[src/rtl/regfile_wr_arbiter.sv]
// Two-requester arbiter for the register-file write port: one-entry buffers, round-robin
// with age ordering on same-register collisions, read-hazard flags. Optional forwarding: REGARB_FWD_EN.
module regfile_wr_arbiter #(
  parameter int DATA_W = 32,
  parameter int ADDR_W = 5
) (
  input  logic              clock,
  input  logic              ctrl_reset_n,
  input  logic              a_req,
  input  logic [ADDR_W-1:0] a_addr,
  input  logic [DATA_W-1:0] a_data,
  output logic              a_ready,
  input  logic              b_req,
  input  logic [ADDR_W-1:0] b_addr,
  input  logic [DATA_W-1:0] b_data,
  output logic              b_ready,
  input  logic [ADDR_W-1:0] rd_addr1,
  input  logic [ADDR_W-1:0] rd_addr2,
  output logic              rd_hit1,
  output logic              rd_hit2,
  output logic [DATA_W-1:0] fwd_data1,
  output logic [DATA_W-1:0] fwd_data2,
  output logic              ctrl_writeEnable,
  output logic [ADDR_W-1:0] ctrl_writeReg,
  output logic [DATA_W-1:0] data_writeReg
);

  logic              r_a_vld;
  logic              r_b_vld;
  logic [ADDR_W-1:0] r_a_addr;
  logic [ADDR_W-1:0] r_b_addr;
  logic [DATA_W-1:0] r_a_data;
  logic [DATA_W-1:0] r_b_data;
  logic              r_a_older;
  logic              r_last_b;

  logic              w_gnt_a;
  logic              w_gnt_b;
  logic              w_load_a;
  logic              w_load_b;
  logic [ADDR_W-1:0] w_sel_addr;
  logic [DATA_W-1:0] w_sel_data;

  // Grant looks at buffered entries only, so a request is never granted on arrival.
  always_comb begin
    w_gnt_a = 1'b0;
    w_gnt_b = 1'b0;
    if (r_a_vld && r_b_vld) begin
      if (r_a_addr == r_b_addr) begin
        w_gnt_a = r_a_older;
        w_gnt_b = !r_a_older;
      end else begin
        w_gnt_a = r_last_b;
        w_gnt_b = !r_last_b;
      end
    end else begin
      w_gnt_a = r_a_vld;
      w_gnt_b = r_b_vld;
    end
  end

  assign a_ready    = !r_a_vld | w_gnt_a;
  assign b_ready    = !r_b_vld | w_gnt_b;
  assign w_load_a   = a_req & a_ready & (a_addr != '0);
  assign w_load_b   = b_req & b_ready & (b_addr != '0);
  assign w_sel_addr = w_gnt_a ? r_a_addr : r_b_addr;
  assign w_sel_data = w_gnt_a ? r_a_data : r_b_data;

  // Buffer control: a refill wins over the clear of a granted entry.
  always_ff @(posedge clock) begin
    if (!ctrl_reset_n) begin
      r_a_vld   <= 1'b0;
      r_b_vld   <= 1'b0;
      r_a_older <= 1'b1;
      r_last_b  <= 1'b1;
    end else begin
      if (w_load_a)     r_a_vld <= 1'b1;
      else if (w_gnt_a) r_a_vld <= 1'b0;
      if (w_load_b)     r_b_vld <= 1'b1;
      else if (w_gnt_b) r_b_vld <= 1'b0;
      if (w_load_a && w_load_b) r_a_older <= 1'b1;
      else if (w_load_a)        r_a_older <= 1'b0;
      else if (w_load_b)        r_a_older <= 1'b1;
      if (w_gnt_a)      r_last_b <= 1'b0;
      else if (w_gnt_b) r_last_b <= 1'b1;
    end
  end

  always_ff @(posedge clock) begin
    if (w_load_a) begin
      r_a_addr <= a_addr;
      r_a_data <= a_data;
    end
    if (w_load_b) begin
      r_b_addr <= b_addr;
      r_b_data <= b_data;
    end
  end

  // Write-port output stage
  always_ff @(posedge clock) begin
    if (!ctrl_reset_n) begin
      ctrl_writeEnable <= 1'b0;
      ctrl_writeReg    <= '0;
      data_writeReg    <= '0;
    end else if (w_gnt_a || w_gnt_b) begin
      ctrl_writeEnable <= 1'b1;
      ctrl_writeReg    <= w_sel_addr;
      data_writeReg    <= w_sel_data;
    end else begin
      ctrl_writeEnable <= 1'b0;
    end
  end

  logic w_m1_a, w_m1_b, w_m1_w, w_nz1;
  logic w_m2_a, w_m2_b, w_m2_w, w_nz2;

  assign w_nz1  = (rd_addr1 != '0);
  assign w_m1_a = r_a_vld && (r_a_addr == rd_addr1);
  assign w_m1_b = r_b_vld && (r_b_addr == rd_addr1);
  assign w_m1_w = ctrl_writeEnable && (ctrl_writeReg == rd_addr1);
  assign w_nz2  = (rd_addr2 != '0);
  assign w_m2_a = r_a_vld && (r_a_addr == rd_addr2);
  assign w_m2_b = r_b_vld && (r_b_addr == rd_addr2);
  assign w_m2_w = ctrl_writeEnable && (ctrl_writeReg == rd_addr2);

  assign rd_hit1 = w_nz1 && (w_m1_a || w_m1_b || w_m1_w);
  assign rd_hit2 = w_nz2 && (w_m2_a || w_m2_b || w_m2_w);

`ifdef REGARB_FWD_EN
  // Youngest matching source wins: younger buffer, then older buffer, then output stage.
  function automatic logic [DATA_W-1:0] fwd_sel(
    input logic              nz,
    input logic              ma,
    input logic              mb,
    input logic              mw,
    input logic              a_older,
    input logic [DATA_W-1:0] da,
    input logic [DATA_W-1:0] db,
    input logic [DATA_W-1:0] dw
  );
    logic [DATA_W-1:0] res;
    res = '0;
    if (!nz)           res = '0;
    else if (ma && mb) res = a_older ? db : da;
    else if (ma)       res = da;
    else if (mb)       res = db;
    else if (mw)       res = dw;
    return res;
  endfunction

  assign fwd_data1 = fwd_sel(w_nz1, w_m1_a, w_m1_b, w_m1_w, r_a_older,
                             r_a_data, r_b_data, data_writeReg);
  assign fwd_data2 = fwd_sel(w_nz2, w_m2_a, w_m2_b, w_m2_w, r_a_older,
                             r_a_data, r_b_data, data_writeReg);
`else
  assign fwd_data1 = '0;
  assign fwd_data2 = '0;
`endif

endmodule

[config.mk]
export PLATFORM = sky130hd
export DESIGN_NAME = regfile_wr_arbiter
export DESIGN_NICKNAME = d
export VERILOG_FILES = /design/src/rtl/regfile_wr_arbiter.sv
export SDC_FILE = /design/constraint.sdc
export NUM_CORES = 1
export LEC_CHECK = 0
export CAP_MARGIN = 5
export CORE_MARGIN = 5
export CORE_UTILIZATION = 40
export CTS_CLUSTER_SIZE = 14
export DETAILED_ROUTE_END_ITERATION = 7
export GPL_TIMING_DRIVEN = 0
export HOLD_SLACK_MARGIN = 0.02
export PLACE_DENSITY_LB_ADDON = 0.15
export RECOVER_POWER = 25
export SLEW_MARGIN = 20
export SYNTH_ARGS = -nofsm -noshare
export SYNTH_HDL_FRONTEND = slang
export SYNTH_SLANG_ARGS = --single-unit
[constraint.sdc]
create_clock -name clock -period 4.1 [get_ports clock]
set_input_delay 0.41 -clock clock [delete_from_list [all_inputs] [get_ports clock]]
set_output_delay 0.41 -clock clock [all_outputs]
set_load 0.005 [all_outputs]
==> results.py <==
metrics = {
    "clocking": {
        "clock_sinks": 116,
        "post_cts_resized": 0,
        "cts_inserted_buffers": 17,
        "holdBufCountCts": 0,
        "clk_pin_slew_worst_paths_ns": 0.05,
        "clockBufferDepth": 2,
        "cts_tree": "yes",
        "cts-htree-levels": 4,
        "post_cts_buffers": 0,
        "cts-root-buf": "clkbuf_16",
        "clkLatencyLatePin_ns": 0.40,
    },
    "min_path": {
        "min_to": "data_writeReg[7]",
        "min_from": "r_a_data[7]",
        "hold_path_class": "flop to flop",
        "hold_depth": 1,
    },
    "sta": {
        "slew_viol_final": 0,
        "min_period_over_period_pct": 72.8,
        "rsz0062_at_grt": "no",
        "max_freq_mhz": 335,
        "finalHoldViolCount": 0,
        "final.setup_skew_ns": 0.00773,
        "slew_headroom_pct": 54.9,
        "setup_viol": 0,
        "final.min_clock_period_ns": 2.98,
        "tightest_slew_ns": 0.674,
        "setup_tns_ns": 0,
    },
    "logic_synthesis": {
        "synth-seq-cells": 116,
        "synthAdderAreaFrac_pct": 0,
        "async_reset_ff_share_pct": 0,
        "ys_seq_area_share_pct": 57.5,
        "ys_types": 33,
        "syn_area_per_cell_um2": 13.5,
        "synth_compound_area_share_pct": 15.1,
        "ys.flop_type": "edfxtp_1",
        "yosysWarningCount": 0,
        "synth_top_area_cell": "edfxtp_1",
        "netlist_instances": 395,
        "synth.area.mux_share_pct": 6.95,
        "synth_top_area_share_pct": 41.7,
        "synth_top_family_by_area": "compound AO/OA/AOI/OAI gates",
        "yosys-top-cells-area": "edfxtp_1 42%, dfxtp_1 16%, buf_4 9.0%, mux2i_1 6.9%, o221a_1 6.3%",
        "synthSimpleGateAreaFrac_pct": 2.70,
        "synth_edf_count": 74,
        "synth_area_um2": 5330,
        "synth-xor-area-share_pct": 5.75,
    },
    "layout": {
        "drive_gt1_share_pct": 19.8,
        "n_antenna_cell": 0,
        "multi_input_area_um2": 1890,
        "fin_util_pct": 59.2,
        "regArea_um2": 3060,
        "nets": 697,
        "area_growth_pct": 46.0,
        "final_cell_area_um2": 7780,
        "fill_cells": 1128,
        "stdcell_count": 798,
    },
    "power_and_ir_drop": {
        "seqPwrFrac_pct": 42.3,
        "p_clk_share_pct": 44.2,
        "powerDensity_nw_per_um2": 422,
        "internal_power_uw": 2580,
        "p_comb_share_pct": 13.5,
        "total_leakage_power_uw": 0.00306,
        "ir_worst_vdd_uv": 329,
        "switching_share_pct": 21.2,
        "p_sw_uw": 697,
    },
    "run_status": {
        "status": "complete, no violations",
    },
    "drt": {
        "drc": 0,
        "vias": 3693,
        "routed_wl_mm": 12.8,
        "wl_per_cell_um": 16.1,
        "drtIter0Drc": 157,
        "ant_nets": 0,
        "vias_per_cell": 4.63,
        "first_pass_iters": 4,
    },
    "flow_run": {
        "drv_cap": 0,
    },
    "setup_path": {
        "cp_max_fo": 10,
        "cp.required_ns": 3.69,
        "r2r_setup_slack_ns": 1.69,
        "r2r_cells": 6,
        "endpoint_kind": "primary output",
        "rr_startpoint": "r_a_addr[0]",
        "critical_path_class": "flop to primary output",
        "r2r_end": "r_b_data[16]",
        "startpoint_type": "flop",
        "worstPathArrival_ns": 2.57,
    },
    "placed_design": {
        "place_area_um2": 7180,
        "finalWeightedCongestion": 0.868,
        "dpl.hpwl_mm": 9.61,
        "numPortBuffers": 129,
        "dp.cells": 766,
    },
    "die": {
        "core_area_um2": 13100,
        "rows": 42,
        "initial_core_util_pct": 40.6,
        "die_y_um": 125,
        "io_pins": 194,
        "die_area_um2": 15700,
        "die_w_um": 125,
    },
    "grt": {
        "globalRouteTotalUtil_pct": 16.4,
        "grt.overflow.total": 0,
        "grt_pass1_vias": 3989,
        "grt_pass1_wl_mm": 20.5,
        "grt_max_degree": 23,
        "antenna_found_initial": 1,
    },
}
-- stage by stage --
stage	total power, uW	hold slack, ns	setup slack [ns]
2_1_floorplan	1630	0.484	0.350
5_1_grt	3430	0.519	0.964
6_report	3280	0.503	1.12
4_1_cts	3330	0.504	1.07
3_5_place_dp	1860	0.496	1.42
3_3_place_gp	1840	0.487	-1.32
-- logic make-up after synthesis --
group	after synthesis
flops	116
buf+inv	92
compound gates	91
mux	37
xor+xnor	35
simple gates	23
other cells	1
-- state kept, by name, summed over array words and instances, names as in the netlist --
| signal | count |
|---|---|
| r_last_b | 1 |
| r_a_older | 1 |
| ctrl_writeEnable | 1 |
| r_b_data | 32 |
| ctrl_writeReg | 5 |
| r_a_data | 32 |
| r_a_addr | 5 |
| data_writeReg | 32 |
| r_b_addr | 5 |
| r_b_vld | 1 |
| r_a_vld | 1 |
-- cells in the final DEF (no fill, tap or decap), types with 2 or more instances in the layout --
cell type / netlist / layout
a21boi_0: 39 / 39
a21oi_1: 5 / 5
a31oi_1: 2 / 2
buf_16: 0 / 2
buf_2: 11 / 11
buf_4: 64 / 64
buf_6: 5 / 5
clkbuf_1: 8 / 13
clkbuf_16: 0 / 18
clkbuf_8: 0 / 7
clkdlybuf4s50_1: 0 / 71
conb_1: 1 / 64
dfxtp_1: 42 / 42
dlygate4sd3_1: 0 / 58
edfxtp_1: 74 / 74
inv_1: 3 / 3
mux2i_1: 37 / 37
nand3_1: 2 / 2
nand3_2: 2 / 2
nand4_1: 2 / 2
nor2_1: 4 / 3
nor4_1: 5 / 5
o21ai_0: 3 / 3
o221a_1: 30 / 30
o221a_2: 7 / 7
or4_1: 4 / 4
xnor2_1: 9 / 9
xor2_1: 26 / 26
-- power groups by stage --
stage | registers, uW | logic [uW] | clock network [uW]
after CTS | 1390 | 459 | 1490
after global routing | 1390 | 486 | 1550
after detailed placement | 1410 | 456 | 0
after global placement | 1410 | 431 | 0
final | 1390 | 444 | 1450
after floorplan | 1400 | 228 | 0
-- cells in the mapped netlist (all sizes together) (3+ instances only) --
cell / n
buf: 81
nand3: 4
nor2: 4
or4: 4
dfxtp: 42
edfxtp: 74
mux2i: 37
xor2: 26
clkbuf: 8
inv: 3
a21boi: 39
nor4: 5
o221a: 37
o21ai: 3
a21oi: 5
xnor2: 9
-- worst max-delay path, stage by stage, from the launching register on --
cell	delay, ns
dfxtp_1	0.29
buf_2	0.25
buf_1	0.54
nand2_1	0.14
a21oi_1	0.36
inv_1	0.10
clkdlybuf4s50_1	0.49
-- final cells by class --
class                      count  share of cell area [%]
timing repair buffer         132                    17.6
sequential                   116                    39.4
inverter                       3                   0.145
clock inverter                 2                   0.482
clock buffer                  30                    7.27
tap                          176                    2.83
multi-input combinational    250                    24.3
buffer                        89                    8.04
-- worst max-delay path by stage --
stage | startpoint | end | slack [ns]
detailed placement | rd_addr1[3] | rd_hit1 | 1.42
global route | r_b_vld | b_ready | 0.96
finish | r_b_vld | b_ready | 1.12
CTS | r_b_vld | b_ready | 1.07
global placement | r_a_addr[0] | r_a_older | -1.32
floorplan | r_b_addr[0] | r_a_older | 0.35
-- metal layers --
layer	GRT usage, %	routed length [um]	share of wire [%]	vias to the layer above
met3	6.82	1050	8.2	25
met2	27.7	6300	49	149
met4	5.68	238	1.9	2
met5	0	7	0.055	-
li1	-	-	-	1798
met1	18.8	5230	41	1719
No activity file was read; power rests on OpenSTA's default activity.
